==> config.mk <==
export PLATFORM = sky130hd
export DESIGN_NAME = icache_miss_ctrl
export DESIGN_NICKNAME = d
export VERILOG_FILES = /design/src/rtl/icache_miss_ctrl.sv
export SDC_FILE = /design/constraint.sdc
export NUM_CORES = 1
export LEC_CHECK = 0
export ABC_CLOCK_PERIOD_IN_PS = 35700
export CORE_AREA = 2 2 495 497
export CTS_BUF_LIST = sky130_fd_sc_hd__clkbuf_8
export CTS_CLUSTER_SIZE = 25
export DETAILED_ROUTE_END_ITERATION = 8
export DIE_AREA = 0 0 497 499
export DONT_BUFFER_PORTS = 1
export PLACE_DENSITY = 0.3
export REMOVE_ABC_BUFFERS = 1
export SYNTH_ARGS = -nofsm -noshare
export SYNTH_HDL_FRONTEND = slang
export SYNTH_SLANG_ARGS = --single-unit
==> constraint.sdc <==
create_clock -name clk -period 35.7 [get_ports clk]
set_input_delay 3.57 -clock clk [delete_from_list [all_inputs] [get_ports clk]]
set_output_delay 3.57 -clock clk [all_outputs]
set_load 0.01 [all_outputs]
==> src/rtl/icache_miss_ctrl.sv <==
// icache miss handler: one outstanding miss, line-aligned downstream read,
// multi-beat refill assembly, data-array write and requester response.
module icache_miss_ctrl #(
  parameter int ADDR_WIDTH  = 32,
  parameter int TXNID_WIDTH = 8,
  parameter int INDEX_WIDTH = 6,
  parameter int LINE_WIDTH  = 512,
  parameter int BEAT_WIDTH  = 128,
  parameter int WAY_NUM     = 2
) (
  input  logic                   clk,
  input  logic                   rst,
  input  logic                   miss_vld,
  output logic                   miss_rdy,
  input  logic [ADDR_WIDTH-1:0]  miss_addr,
  input  logic [TXNID_WIDTH-1:0] miss_txnid,
  input  logic                   miss_way,
  output logic                   dn_req_vld,
  input  logic                   dn_req_rdy,
  output logic [ADDR_WIDTH-1:0]  dn_req_addr,
  output logic [TXNID_WIDTH-1:0] dn_req_txnid,
  input  logic                   dn_rsp_vld,
  input  logic [BEAT_WIDTH-1:0]  dn_rsp_data,
  input  logic                   dn_rsp_last,
  output logic                   data_wr_en,
  output logic                   data_wr_way,
  output logic [INDEX_WIDTH-1:0] data_wr_index,
  output logic [LINE_WIDTH-1:0]  data_wr_data,
  output logic                   up_rsp_vld,
  input  logic                   up_rsp_rdy,
  output logic [TXNID_WIDTH-1:0] up_rsp_txnid,
  output logic [LINE_WIDTH-1:0]  up_rsp_data,
  output logic                   up_rsp_err,
  output logic                   busy
);

  localparam int OFFSET_WIDTH = $clog2(LINE_WIDTH / 8);
  localparam int BEATS        = LINE_WIDTH / BEAT_WIDTH;
  localparam int CNT_W        = $clog2(BEATS);
  localparam int WAY_W        = (WAY_NUM > 1) ? $clog2(WAY_NUM) : 1;

  localparam logic [CNT_W-1:0] LAST_CNT = CNT_W'(BEATS - 1);
  localparam logic [ADDR_WIDTH-1:0] OFF_MASK =
    ADDR_WIDTH'((64'd1 << OFFSET_WIDTH) - 64'd1);

  typedef enum logic [2:0] {
    IDLE  = 3'd0,
    REQ   = 3'd1,
    FILL  = 3'd2,
    WRITE = 3'd3,
    RESP  = 3'd4
  } state_t;

  state_t                 r_state;
  state_t                 w_state_nxt;
  logic [ADDR_WIDTH-1:0]  r_addr;
  logic [TXNID_WIDTH-1:0] r_txnid;
  logic [WAY_W-1:0]       r_way;
  logic [CNT_W-1:0]       r_cnt;
  logic                   r_err;
  logic [LINE_WIDTH-1:0]  r_line;

  logic w_accept;
  logic w_beat;
  logic w_cnt_last;
  logic w_beat_err;

  assign w_accept   = (r_state == IDLE) && miss_vld;
  assign w_beat     = (r_state == FILL) && dn_rsp_vld;
  assign w_cnt_last = (r_cnt == LAST_CNT);
  // A refill must end exactly on the last slot; anything else is an error
  assign w_beat_err = w_beat && (dn_rsp_last != w_cnt_last);

  always_ff @(posedge clk or posedge rst) begin
    if (rst) begin
      r_state <= IDLE;
    end else begin
      r_state <= w_state_nxt;
    end
  end

  always_comb begin
    w_state_nxt = r_state;
    unique case (r_state)
      IDLE: begin
        if (miss_vld) w_state_nxt = REQ;
      end
      REQ: begin
        if (dn_req_rdy) w_state_nxt = FILL;
      end
      FILL: begin
        if (dn_rsp_vld && (dn_rsp_last || w_cnt_last)) begin
          if (dn_rsp_last && w_cnt_last) w_state_nxt = WRITE;
          else                           w_state_nxt = RESP;
        end
      end
      WRITE: begin
        w_state_nxt = RESP;
      end
      RESP: begin
        if (up_rsp_rdy) w_state_nxt = IDLE;
      end
      default: begin
        w_state_nxt = IDLE;
      end
    endcase
  end

  always_ff @(posedge clk or posedge rst) begin
    if (rst) begin
      r_addr  <= '0;
      r_txnid <= '0;
      r_way   <= '0;
      r_cnt   <= '0;
      r_err   <= 1'b0;
      r_line  <= '0;
    end else begin
      if (w_accept) begin
        r_addr  <= miss_addr & ~OFF_MASK;
        r_txnid <= miss_txnid;
        r_way   <= WAY_W'(miss_way);
        r_cnt   <= '0;
        r_err   <= 1'b0;
        r_line  <= '0;
      end
      if (w_beat) begin
        r_line[int'(r_cnt)*BEAT_WIDTH +: BEAT_WIDTH] <= dn_rsp_data;
        if (!w_cnt_last) r_cnt <= r_cnt + CNT_W'(1);
        if (w_beat_err)  r_err <= 1'b1;
      end
    end
  end

  assign miss_rdy      = (r_state == IDLE);
  assign busy          = (r_state != IDLE);
  assign dn_req_vld    = (r_state == REQ);
  assign dn_req_addr   = r_addr;
  assign dn_req_txnid  = r_txnid;
  assign data_wr_en    = (r_state == WRITE);
  assign data_wr_way   = r_way[0];
  assign data_wr_index = r_addr[OFFSET_WIDTH +: INDEX_WIDTH];
  assign data_wr_data  = r_line;
  assign up_rsp_vld    = (r_state == RESP);
  assign up_rsp_txnid  = r_txnid;
  assign up_rsp_data   = r_line;
  assign up_rsp_err    = r_err;

endmodule

# --- Yosys cells after proc, flatten, opt, wreduce, memory -nomap -nowiden ---
# Index checks and enable logic that the tools add are counted.
classes:
  addsub: 2
  reduce_logical: 9
  n_eq_ne: 10
  shift: 2
  muxes: 15
ops:
  columns: ["cell", "count"]
  rows:
  - ["two-way mux 512 bit", 2]
  - ["bitwise mux 512 bit", 1]
  - ["variable shift 128 x 33 -> 512 bit, first input constant", 1]
  - ["indexed part select 128 x 33 -> 512 bit", 1]
  - ["negator 9 -> 33 bit", 1]
  - ["two-way mux 3 bit", 5]
  - ["case mux 3 bit (5 select lines)", 1]
  - ["equality test 3 x 2 -> 1 bit, second input constant", 2]
  - ["two-way mux 2 bit", 3]
  - ["inequality test 2 x 1 -> 1 bit, second input constant", 3]
  - ["logical AND 1 bit", 5]
  - ["AND reduction 4 bit", 1]
  - ["equality test 3 x 1 -> 1 bit, second input constant", 1]
  - ["equality test 3 bit, second input constant", 1]
  - ["logical NOT 3 bit", 1]
  - ["two-way mux 1 bit", 3]
  - ["nonzero test 3 bit", 1]
  - ["adder 2 x 1 -> 2 bit, second input constant", 1]
  - ["equality test 2 bit, second input constant", 1]
  - ["inequality test 2 bit, second input constant", 1]
  - ["logical OR 1 bit", 1]
  - ["inequality test 1 bit", 1]
totals:
  elab_cells: 45
  in_bits: 176
  regBits: 553
  output_inout_bits: 1085

# --- Depth between registers and ports, before layout ---
# Gate-level depths: netlist (run 1).
logic_depth:
  depth_word: 5
  depth_mapped: 8
  mapped_depth_nobuf: 6

# --- Worst setup path after synthesis (run 1) ---
# Ideal clock, no wire load.
synth_timing:
  path_kind: "input -> register"
  startpoint: "input port dn_rsp_vld"
  endpoint: "register r_line[374] (netlist: data_wr_data[374])"
  arrival_ns: 4.628
  slack_ns: 30.940
  setup_ns: 0.132
  path_stages: 6
  required_time_ns: 35.568
  path_buffers: 3
  cell_sequence: "nor4bb_1 buf_2 and2_1 buf_2 clkbuf_1 o21ai_1"
synth_between:
  elab_chain_cells: 2
synth_lines:
  columns: ["element", "line", "rtl"]
  rows:
  - ["from (decl)", "22", "input logic dn_rsp_vld,"]
  - ["logical AND 1 bit", "69", "assign w_beat = (r_state == FILL) && dn_rsp_vld;"]
  - ["two-way mux 512 bit", "126", "if (w_beat) begin"]
  - ["to (signal, indexed assignment)", "127", "r_line[int'(r_cnt)*BEAT_WIDTH +: BEAT_WIDTH] <= dn_rsp_data;"]
  - ["to (decl)", "61", "logic [LINE_WIDTH-1:0] r_line;"]
# No other way between the ends.
# A chain may end at the register's enable or synchronous reset.

# --- Final worst setup path (run 1) ---
layout_timing:
  startpoint: "input port dn_rsp_vld"
  endpoint: "register r_line[125] (netlist: data_wr_data[125])"
# The elaborated chain is that of the path after synthesis.

==> qor.csv, run 1 <==
stage,metric,value,unit
sta,Final period util,18.4,%
die,Boundary Pins,1261,
sta,# setup viols final,0,
power_and_ir_drop,Sw Share,46.0,%
critical_path,Crit path required time,36.44,ns
die,Die Width,497,um
global_route,global router's overall resource usage,14.2,%
sta,Max Slew Vio Count,0,
power_and_ir_drop,PD cells,74.0,mW/mm2
power_and_ir_drop,sequential power share,42.2,%
critical_path,Worst path most repeated cell,buf_4,
power_and_ir_drop,Sw Pwr,997,uW
logic_synthesis,post-synthesis mux area share,1.89,%
placement,hpwl dp,131000,um
placement,IO Port Bufs,0,
global_route,global-route wire length before repair,238000,um
logic_synthesis,Post-Synth Simple-Gate Area,19.2,%
logic_synthesis,Post-Synthesis Cells,2998,
logic_synthesis,Syn. warnings,0,
sta,Fin. Hold Viols,0,
detailed_routing,DR vias,21200,
cts,Root Buffer,clkbuf_8,
detailed_routing,Wirelength per Cell,32.4,um
critical_path,critical-path cell list,"nor4bb_4, buf_4, buf_4, buf_4, buf_4, nand4_1, o21ai_1",
critical_path,CP Class,in2reg,
worst_hold_path,Worst Hold Path EP,dn_req_addr[25],
logic_synthesis,main combinational cell family by area after synthesis,buffers and inverters,
placement,Placer Congestion,0.817,
global_route,vias in the first global route,21200,
sta,Max-slew headroom,15.7,%
power_and_ir_drop,peak supply drop,43.4,uV
cts,# hold bufs at CTS,0,
die,DIE AREA,0.248,mm2
die,cell row count,181,
cts,post-CTS setup buffers,0,
logic_synthesis,Synth Area in XOR/XNOR,0,%
logic_synthesis,adder-cell share of the synthesized area,0.359,%
critical_path,CP arrival,7.31,ns
power_and_ir_drop,power share of the clock group,32.3,%
cts,clk_lat worst skew,0.86,ns
finish,"commonest non-fill, non-tap cells in the layout","dfrtp_1, nand2_1, o21ai_1",
cts,clock sinks,553,
cts,CTS buffer count,115,
placement,DP Area,0.0270,mm2
die,Die Ht,499,um
die,core footprint,0.243,mm2
global_route,pin count of the biggest net entering global routing,155,
sta,clock skew,0.0498,ns
detailed_routing,Iter 0 DRT Violations,1807,
detailed_routing,number of antenna-violating nets in the routed design,0,
finish,Finished Cell Area,0.0293,mm2
logic_synthesis,"flops & latches, synth",553,
logic_synthesis,"Seq/Total Area, Yosys",49.7,%
sta,Max Fclk,152,MHz
detailed_routing,DRT Pass-1 Iters,5,
finish,nets,2534,
run_status,status,finished clean,
job,Max-cap violations,0,
power_and_ir_drop,Pint,1170,uW
critical_path,worst r2r path cells,7,
logic_synthesis,Post-synth EDFFs,0,
sta,Slew @ Worst Pin,1.27,ns
cts,H-Tree Depth,3,
logic_synthesis,number of distinct library cells after synthesis,30,
worst_hold_path,worst min-delay path category,reg2reg,
finish,share of post-route cells with drive strength above 1,10.5,%
detailed_routing,DRC viols,0,
finish,"commonest non-fill, non-tap cell in the layout",dfrtp_1,
finish,Post-Route Utilization,12.1,%
sta,RSZ-0062 raised after global routing,false,
worst_hold_path,min-delay src,dn_req_addr[25],
critical_path,worst r2r src,r_state[0],
critical_path,"Slowest-stage cell, CP",buf_4,
global_route,antenna violations before repair,12,
logic_synthesis,Synth Area in Compound Gates,9.35,%
power_and_ir_drop,P_leak,0.0113,uW
detailed_routing,Vias/cell,3.76,
sta,min Tclk post-route,6.57,ns
die,Initial Utilization,11.5,%
critical_path,CP peak stage delay,0.81,ns
critical_path,Startpoint Class,input port,
power_and_ir_drop,Gate power share,25.5,%
global_route,grt ovf,0,
worst_hold_path,Hold Crit Depth,1,
cts,"CTS clk-pin slew, worst paths",0.05,ns
cts,"Gates resized, CTS repair",0,
critical_path,worst flop-to-flop path endpoint,data_wr_data[125],
critical_path,flop2flop setup slack,31.24,ns
cts,TritonCTS clock tree,built,
cts,clk buf depth,3,
logic_synthesis,Synth Flop Type,dfrtp_1,
logic_synthesis,Synth async-reset ratio,100,%
logic_synthesis,Synth Cell Area,0.0279,mm2
finish,"Area growth, synth to finish",5.15,%
detailed_routing,WL final,182000,um
logic_synthesis,syn avg cell area,9.29,um2
critical_path,CP Max Fanout,74,
critical_path,Critical Path Sink Type,register,
==> layout make-up <==
class | count | area (um2)
multi-input combinational | 1622 | 8710
fill | 27700 | 213000
clock buffer | 131 | 1800
tap | 3202 | 4010
antenna | 12 | 30.0
timing repair buffer | 51 | 458
inverter | 7 | 33.8
clock inverter | 59 | 418
sequential | 553 | 13800
==> through the flow <==
stage / setup WS, ns / hold slack (ns) / power, uW / TNS, ns / instances
after global routing: 29.08 / 0.585 / 2270 / 0 / 5632
final: 29.13 / 0.578 / 2170 / 0 / 5637
after CTS: 29.23 / 0.581 / 2230 / 0 / 5625
after global placement: 28.22 / 0.566 / 1500 / 0 / 5435
after detailed placement: 28.24 / 0.565 / 1500 / 0 / 5435
after floorplan: -7.42 / 0.504 / 1130 / -3814.05 / 2182
==> routing by layer <==
layer  part of all wire, %  GRT usage (%)  vias to the layer above
met5                     0              0                        -
met4                   4.1           5.41                        0
met3                    13           8.08                      256
met2                    45           22.2                     1315
met1                    37           15.8                    11000
li1                      -              -                     8665
==> synth_stat cells, types with 3 or more instances <==
library cell	number	area, um2
buf_6	11	124
nand2_1	514	1930
o21ai_1	514	2570
nor3b_1	5	37.5
a21oi_1	3	15.0
nor4bb_1	3	30.0
ha_1	8	100
nand4_1	512	3200
mux2_4	35	526
dfrtp_1	553	13800
and2_1	5	31.3
clkbuf_1	144	541
buf_1	23	86.3
buf_2	61	305
buf_4	582	4370
inv_1	7	26.3
==> logic make-up (layout without fill, tap and decap cells) <==
family / after synthesis / count (layout)
other cells: 1 / 18
simple gates: 1054 / 1054
compound gates: 519 / 519
flops: 553 / 553
buf+inv: 828 / 248
mux: 35 / 35
fa+ha+maj: 8 / 8
==> registers in the layout, summed over array words and instances, names as in the netlist <==
signal,flops
dn_req_addr,26
dn_req_txnid,8
data_wr_data,512
up_rsp_err,1
data_wr_way,1
r_state,3
r_cnt,2
==> power groups by stage <==
stage          Clock (uW)  Sequential, uW  Combinational, uW
2_1_floorplan           0             820                315
3_3_place_gp            0             937                560
3_5_place_dp            0             938                559
4_1_cts               740             927                560
5_1_grt               762             928                585
6_report              701             915                552
==> critical path: cells and delay by family <==
kind / cells / cell delay (ns)
AO/OA/AOI/OAI: 1 / 0.12
AND/OR/NAND/NOR: 2 / 0.48
buffers and inverters: 4 / 2.82
==> worst max-delay path by stage <==
stage	to	cells after the start	slack (ns)	startpoint
2_1_floorplan	data_wr_data[384]	3	-7.42	dn_rsp_vld
3_3_place_gp	data_wr_data[172]	7	28.22	dn_rsp_vld
3_5_place_dp	data_wr_data[213]	7	28.24	dn_rsp_vld
4_1_cts	data_wr_data[209]	7	29.23	dn_rsp_vld
5_1_grt	data_wr_data[376]	7	29.08	dn_rsp_vld
6_report	data_wr_data[125]	7	29.13	dn_rsp_vld
(Power assumes the default switching activity.)
==> run 2, diff against run 1 <==
--- a/config.mk
+++ b/config.mk
@@ -5,7 +5,7 @@
 export SDC_FILE = /design/constraint.sdc
 export NUM_CORES = 1
 export LEC_CHECK = 0
-export ABC_CLOCK_PERIOD_IN_PS = 35700
+export ABC_CLOCK_PERIOD_IN_PS = 6600
 export CORE_AREA = 2 2 495 497
 export CTS_BUF_LIST = sky130_fd_sc_hd__clkbuf_8
 export CTS_CLUSTER_SIZE = 25
==> constraint.sdc (replaced) <==
create_clock -name clk -period 6.6 [get_ports clk]
set_input_delay 0.66 -clock clk [delete_from_list [all_inputs] [get_ports clk]]
set_output_delay 0.66 -clock clk [all_outputs]
set_load 0.01 [all_outputs]
==> run 2 against run 1 <==
Utilization rose by 0.82 points; setup slack got worse by 26 ns; sequential share of layout area shrank 3.0 points; register-to-register slack got worse by 28 ns; clock power grew to 5.6 times the previous value; global-route usage grew 0.32 points; critical path type is now reg2reg; largest cell class unchanged; largest power group unchanged.
==> qor.csv, run 2 (same netlist as run 1, synthesis figures left out) <==
stage,metric,value,unit,change
sta,final hold slack,0.185,ns,-0.393 ns
finish,fillers,27600,,-0.22%
cts,"CTS clk-pin slew, worst paths",0.06,ns,about the same
finish,Sequential Area,0.0138,mm2,unchanged
finish,Largest register FFs,512,,unchanged
job,Max-cap violations,0,,unchanged
detailed_routing,DRC viols,0,,unchanged
global_route,global router's overall resource usage,14.5,%,+0.32 points
sta,min Tclk post-route,3.82,ns,
placement,IO Port Bufs,0,,unchanged
placement,placed cells,5444,,+0.17%
worst_hold_path,worst min-delay path category,in2reg,,
critical_path,CP Max Fanout,47,,-36%
sta,# setup viols final,0,,unchanged
cts,H-Tree Depth,3,,unchanged
finish,share of post-route cells with drive strength above 1,10.7,%,+0.18 points
placement,Placer Congestion,0.816,,about the same
global_route,vias in the first global route,22100,,+4.4%
sta,Slew @ Worst Pin,1.10,ns,-0.166 ns
power_and_ir_drop,PD cells,386,mW/mm2,+420%
sta,Max-slew headroom,26.7,%,+11 points
detailed_routing,number of antenna-violating nets in the routed design,0,,unchanged
detailed_routing,Iter 0 DRT Violations,1808,,+0.055%
detailed_routing,DRT Pass-1 Iters,5,,unchanged
critical_path,Startpoint Class,register,,
global_route,pin count of the biggest net entering global routing,152,,-1.9%
critical_path,worst r2r path cells,6,,-1
critical_path,critical-path cell list,"inv_1, ha_4, and2_4, buf_4, buf_4, o21ai_1",,
die,Boundary Pins,1261,,unchanged
global_route,antenna violations before repair,24,,+12
finish,"commonest non-fill, non-tap cell in the layout",dfrtp_1,,
die,Initial Utilization,11.5,%,unchanged
critical_path,CP Class,reg2reg,,
detailed_routing,WL final,186000,um,+1.9%
finish,"Area growth, synth to finish",12.3,%,
run_status,status,finished clean,,
detailed_routing,Wirelength per Cell,31.9,um,-1.5%
critical_path,Crit path required time,7.31,ns,-29.13 ns
cts,clk buf depth,3,,unchanged
cts,clk_lat worst skew,0.88,ns,+0.02 ns
die,Die Width,497,um,unchanged
sta,Final period util,57.9,%,
global_route,global-route wire length before repair,244000,um,+2.3%
sta,Fin. Hold Viols,0,,unchanged
die,Die Ht,499,um,unchanged
cts,TritonCTS clock tree,built,,
sta,RSZ-0062 raised after global routing,false,,
sta,Max Slew Vio Count,0,,unchanged
critical_path,Worst path most repeated cell,buf_4,,
sta,Max Fclk,262,MHz,
finish,"commonest non-fill, non-tap cells in the layout","dfrtp_1, nand2_1, o21ai_1",,
critical_path,"Slowest-stage cell, CP",and2_4,,
die,cell row count,181,,unchanged
finish,multi-input logic area,0.00871,mm2,unchanged
power_and_ir_drop,P_leak,0.0122,uW,+7.4%
sta,setup TNS,0,ns,unchanged
critical_path,CP arrival,4.53,ns,-2.78 ns
die,core footprint,0.243,mm2,unchanged
finish,nets,2715,,+7.1%
finish,"Cell Count, Final, Fillers Out",5830,,+3.4%
critical_path,CP peak stage delay,0.73,ns,-0.08 ns
detailed_routing,Vias/cell,3.82,,+1.5%
cts,clock sinks,553,,unchanged
cts,"Gates resized, CTS repair",0,,unchanged
cts,Root Buffer,clkbuf_8,,
die,DIE AREA,0.248,mm2,unchanged
sta,clock skew,0.0861,ns,+0.0362 ns
global_route,grt ovf,0,,unchanged
worst_hold_path,Hold Crit Depth,4,,+3
power_and_ir_drop,peak supply drop,697,uV,+1500%
placement,hpwl dp,133000,um,+1.7%
cts,CTS buffer count,117,,+1.7%
detailed_routing,DR vias,22300,,+5.0%
critical_path,Critical Path Sink Type,register,,
[run 2: changes by cell type in the layout (fill, tap and decap cells not counted), sizes merged]
cell         before  now
inv              48   47
clkinv           12   10
clkinvlp          0    6
diode            12   11
buf              51   60
bufinv            6    3
clkbuf          131  146
dlygate4sd3       0  170
[run 2: final timing paths]
kind	start	end	slack, ns
max	r_cnt[0]	data_wr_data[29]	2.78
min	dn_rsp_last	r_state[2]	0.18
max reg2reg	r_cnt[0]	data_wr_data[29]	2.78
min reg2reg	dn_req_addr[25]	dn_req_addr[25]	0.58
max in group asynchronous	rst	data_wr_data[213]	4.46
min in group asynchronous	rst	dn_req_addr[19]	0.48
[run 2: cell type report]
cell class / count / area share (%)
Multi-Input combinational cell: 1622 / 27.8
Timing Repair Buffer: 230 / 7.36
Inverter: 7 / 0.108
Sequential cell: 553 / 44.2
Clock inverter: 59 / 1.17
Tap cell: 3202 / 12.8
Clock buffer: 146 / 6.42
Antenna cell: 11 / 0.0880
[run 2: metal layers]
layer | GRT usage, % | up-vias | wire length, um
met5 | 0 | - | 12
met4 | 6.47 | 2 | 8340
met3 | 7.27 | 285 | 22700
met2 | 22.4 | 1339 | 82700
met1 | 16.7 | 11600 | 72200
li1 | - | 9072 | -
[run 2: through the flow]
stage	util (%)	area, um2	worst slack [ns]	total power (uW)
floorplan	-	22500	-33.63	5620
global placement	11.2	27200	2.78	8160
detailed placement	11.2	27200	2.74	8160
CTS	12.9	31300	2.71	12400
global route	12.9	31300	2.60	12700
finish	12.9	31300	2.78	12100
[run 2: timing repair]
action,in CTS,in global routing
setup buffers,0,0
hold buffers,170,0
hold endpoints to repair,628,0
[run 2: power by group]
part,internal [uW],switching (uW),leakage [uW]
registers,3750,1200,0.00763
logic,666,2560,0.00319
clock network,2090,1820,0.00135
[run 2: critical path, delay by kind of cell (launching register included)]
kind            cells  cell delay [ns]
fa+ha+maj           1             0.68
compound gates      1             0.13
flops               1             0.58
buf+inv             3             1.34
simple gates        1             0.73
==> run 3, diff against run 2 <==
--- a/config.mk
+++ b/config.mk
@@ -5,7 +5,7 @@
 export SDC_FILE = /design/constraint.sdc
 export NUM_CORES = 1
 export LEC_CHECK = 0
-export ABC_CLOCK_PERIOD_IN_PS = 6600
+export ABC_CLOCK_PERIOD_IN_PS = 3200
 export CORE_AREA = 2 2 495 497
 export CTS_BUF_LIST = sky130_fd_sc_hd__clkbuf_8
 export CTS_CLUSTER_SIZE = 25
==> constraint.sdc (replaced) <==
create_clock -name clk -period 3.2 [get_ports clk]
set_input_delay 0.32 -clock clk [delete_from_list [all_inputs] [get_ports clk]]
set_output_delay 0.32 -clock clk [all_outputs]
set_load 0.01 [all_outputs]
==> run 3 against run 2 <==
Hold slack lost 0.047 ns; setup slack lost 2.3 ns; sequential share of layout area shrank 1.2 points; die area is the same; largest cell class unchanged; highest routed layer unchanged.
==> qor.csv, run 3 (same netlist as run 1, synthesis figures left out) <==
stage,metric,value,unit,change
run_status,status,finished clean,,
global_route,global-route wire length before repair,243000,um,-0.18%
worst_hold_path,worst min-delay path category,in2async,,
global_route,pin count of the biggest net entering global routing,153,,+0.66%
global_route,vias in the first global route,22700,,+2.6%
sta,Fin. Hold Viols,0,,unchanged
die,Die Width,497,um,unchanged
detailed_routing,DRT Pass-1 Iters,5,,unchanged
sta,Final period util,85.2,%,+27 points
detailed_routing,Vias/cell,3.81,,-0.36%
global_route,global router's overall resource usage,14.4,%,-0.059 points
sta,Slew @ Worst Pin,1.39,ns,+0.296 ns
finish,Sequential Area,0.0138,mm2,unchanged
global_route,M1 GR Usage,16.1,%,-0.64 points
global_route,GR Util met3,7.91,%,+0.65 points
power_and_ir_drop,Design Power,25600,uW,+110%
critical_path,critical-path cell list,"or4b_4, buf_12, mux2_4, dlygate4sd3_1",,
critical_path,Critical Path Sink Type,register,,
critical_path,worst r2r path cells,4,,-2
finish,multi-input logic area,0.00871,mm2,unchanged
cts,Root Buffer,clkbuf_8,,
sta,setup TNS,0,ns,unchanged
sta,RSZ-0062 raised after global routing,false,,
power_and_ir_drop,P_leak,0.0125,uW,+3.1%
cts,post-CTS setup buffers,0,,unchanged
finish,"Cell Count, Final, Fillers Out",5889,,+1.0%
critical_path,WP depth,4,,-2
placement,hpwl dp,134000,um,+1.3%
cts,"Gates resized, CTS repair",0,,unchanged
die,DIE AREA,0.248,mm2,unchanged
critical_path,Startpoint Class,register,,
global_route,grt ovf,0,,unchanged
finish,"Area growth, synth to finish",15.4,%,
placement,Placer Congestion,0.825,,+1.1%
placement,placed cells,5478,,+0.62%
die,Boundary Pins,1261,,unchanged
detailed_routing,WL final,185000,um,-0.31%
power_and_ir_drop,peak supply drop,874,uV,+25%
die,cell row count,181,,unchanged
cts,TritonCTS clock tree,built,,
critical_path,Crit path required time,3.92,ns,-3.39 ns
die,Die Ht,499,um,unchanged
critical_path,CP arrival,3.45,ns,-1.08 ns
sta,min Tclk post-route,2.73,ns,-1.10 ns
die,core footprint,0.243,mm2,unchanged
detailed_routing,Iter 0 DRT Violations,1734,,-4.1%
die,Initial Utilization,11.5,%,unchanged
finish,"commonest non-fill, non-tap cell in the layout",dfrtp_1,,
finish,nets,2765,,+1.8%
cts,CTS buffer count,116,,-0.85%
finish,share of post-route cells with drive strength above 1,11.8,%,+1.1 points
detailed_routing,Wirelength per Cell,31.5,um,-1.3%
cts,clock sinks,553,,unchanged
finish,"commonest non-fill, non-tap cells in the layout","dfrtp_1, nand2_1, o21ai_1",,
power_and_ir_drop,PD cells,796,mW/mm2,+110%
cts,"CTS clk-pin slew, worst paths",0.07,ns,about the same
cts,clk_lat worst skew,0.86,ns,-0.02 ns
sta,Max Slew Vio Count,0,,unchanged
critical_path,"delay-heaviest family, CP",buffers and inverters,,
critical_path,worst path bufs/invs,2,,-1
global_route,antenna violations before repair,22,,-8.3%
cts,H-Tree Depth,3,,unchanged
critical_path,CP peak stage delay,0.79,ns,+0.06 ns
global_route,GR Util met2,22.7,%,+0.35 points
detailed_routing,DR vias,22400,,+0.65%
detailed_routing,number of antenna-violating nets in the routed design,0,,unchanged
global_route,GR peak layer,met2,,
finish,Largest register FFs,512,,unchanged
critical_path,CP Max Fanout,64,,+36%
placement,IO Port Bufs,0,,unchanged
sta,Max Fclk,367,MHz,+40%
cts,clk buf depth,3,,unchanged
sta,Max-slew headroom,7.00,%,-20 points
finish,fillers,27500,,-0.35%
sta,clock skew,0.0593,ns,-0.0267 ns
detailed_routing,DRC viols,0,,unchanged
critical_path,"Slowest-stage cell, CP",or4b_4,,
job,Max-cap violations,0,,unchanged
finish,Post-Route Utilization,13.3,%,+0.36 points
critical_path,CP Class,reg2reg,,
sta,# setup viols final,0,,unchanged
[run 3: changes by cell type in the layout (fill, tap and decap cells not counted), moves of 2 or more]
| cell | delta |
|---|---|
| buf_12 | +31 |
| buf_4 | +3 |
| clkinvlp_4 | -2 |
| diode_2 | +6 |
| dlygate4sd3_1 | +17 |
[run 3: repair_timing]
action	4_1_cts	5_1_grt
setup endpoints to repair	0	0
hold buffers	187	0
endpoints found under the hold margin	1017	0
[run 3: final cells by class]
cell class	instances	share of cell area, %
antenna	17	0.132
clock buffer	147	6.29
clock inverter	60	1.23
inverter	7	0.105
multi-input combinational	1622	27.1
sequential	553	43.0
tap	3202	12.5
timing repair buffer	281	9.68
[run 3: metal layers]
layer	up-vias	wire length [um]	share of wire [%]
li1	9200	-	-
met1	11500	69300	37
met2	1373	83500	45
met3	314	24400	13
met4	6	8100	4.4
met5	-	40	0.022
[run 3: stage by stage]
stage	instance area, um2	worst slack [ns]	hold slack (ns)
final	32200	0.474	0.138
after global routing	32100	0.420	0.0313
after CTS	32100	0.507	0.00279
after detailed placement	27800	0.704	0.365
after global placement	27800	0.730	0.364
after floorplan	22500	-37.03	0.458
[run 3: power breakdown]
group	total, uW	internal, uW	switching (uW)	leakage [uW]
sequential	10200	7740	2470	0.00763
combinational	7220	1890	5340	0.00354
clock	8170	4430	3750	0.00138
total	25600	14100	11500	0.0125
[run 3: path summary, 6_finish.rpt]
| check | start | endpoint | slack [ns] |
|---|---|---|---|
| worst max-delay path | r_state[0] | dn_req_addr[22] | 0.47 |
| worst min-delay path | rst | data_wr_data[440] | 0.14 |
| worst max register to register | r_state[0] | dn_req_addr[22] | 0.47 |
| worst min register to register | dn_req_addr[25] | dn_req_addr[25] | 0.58 |
| max in group asynchronous | rst | data_wr_data[65] | 1.91 |
| min in group clk | miss_addr[30] | dn_req_addr[30] | 0.16 |
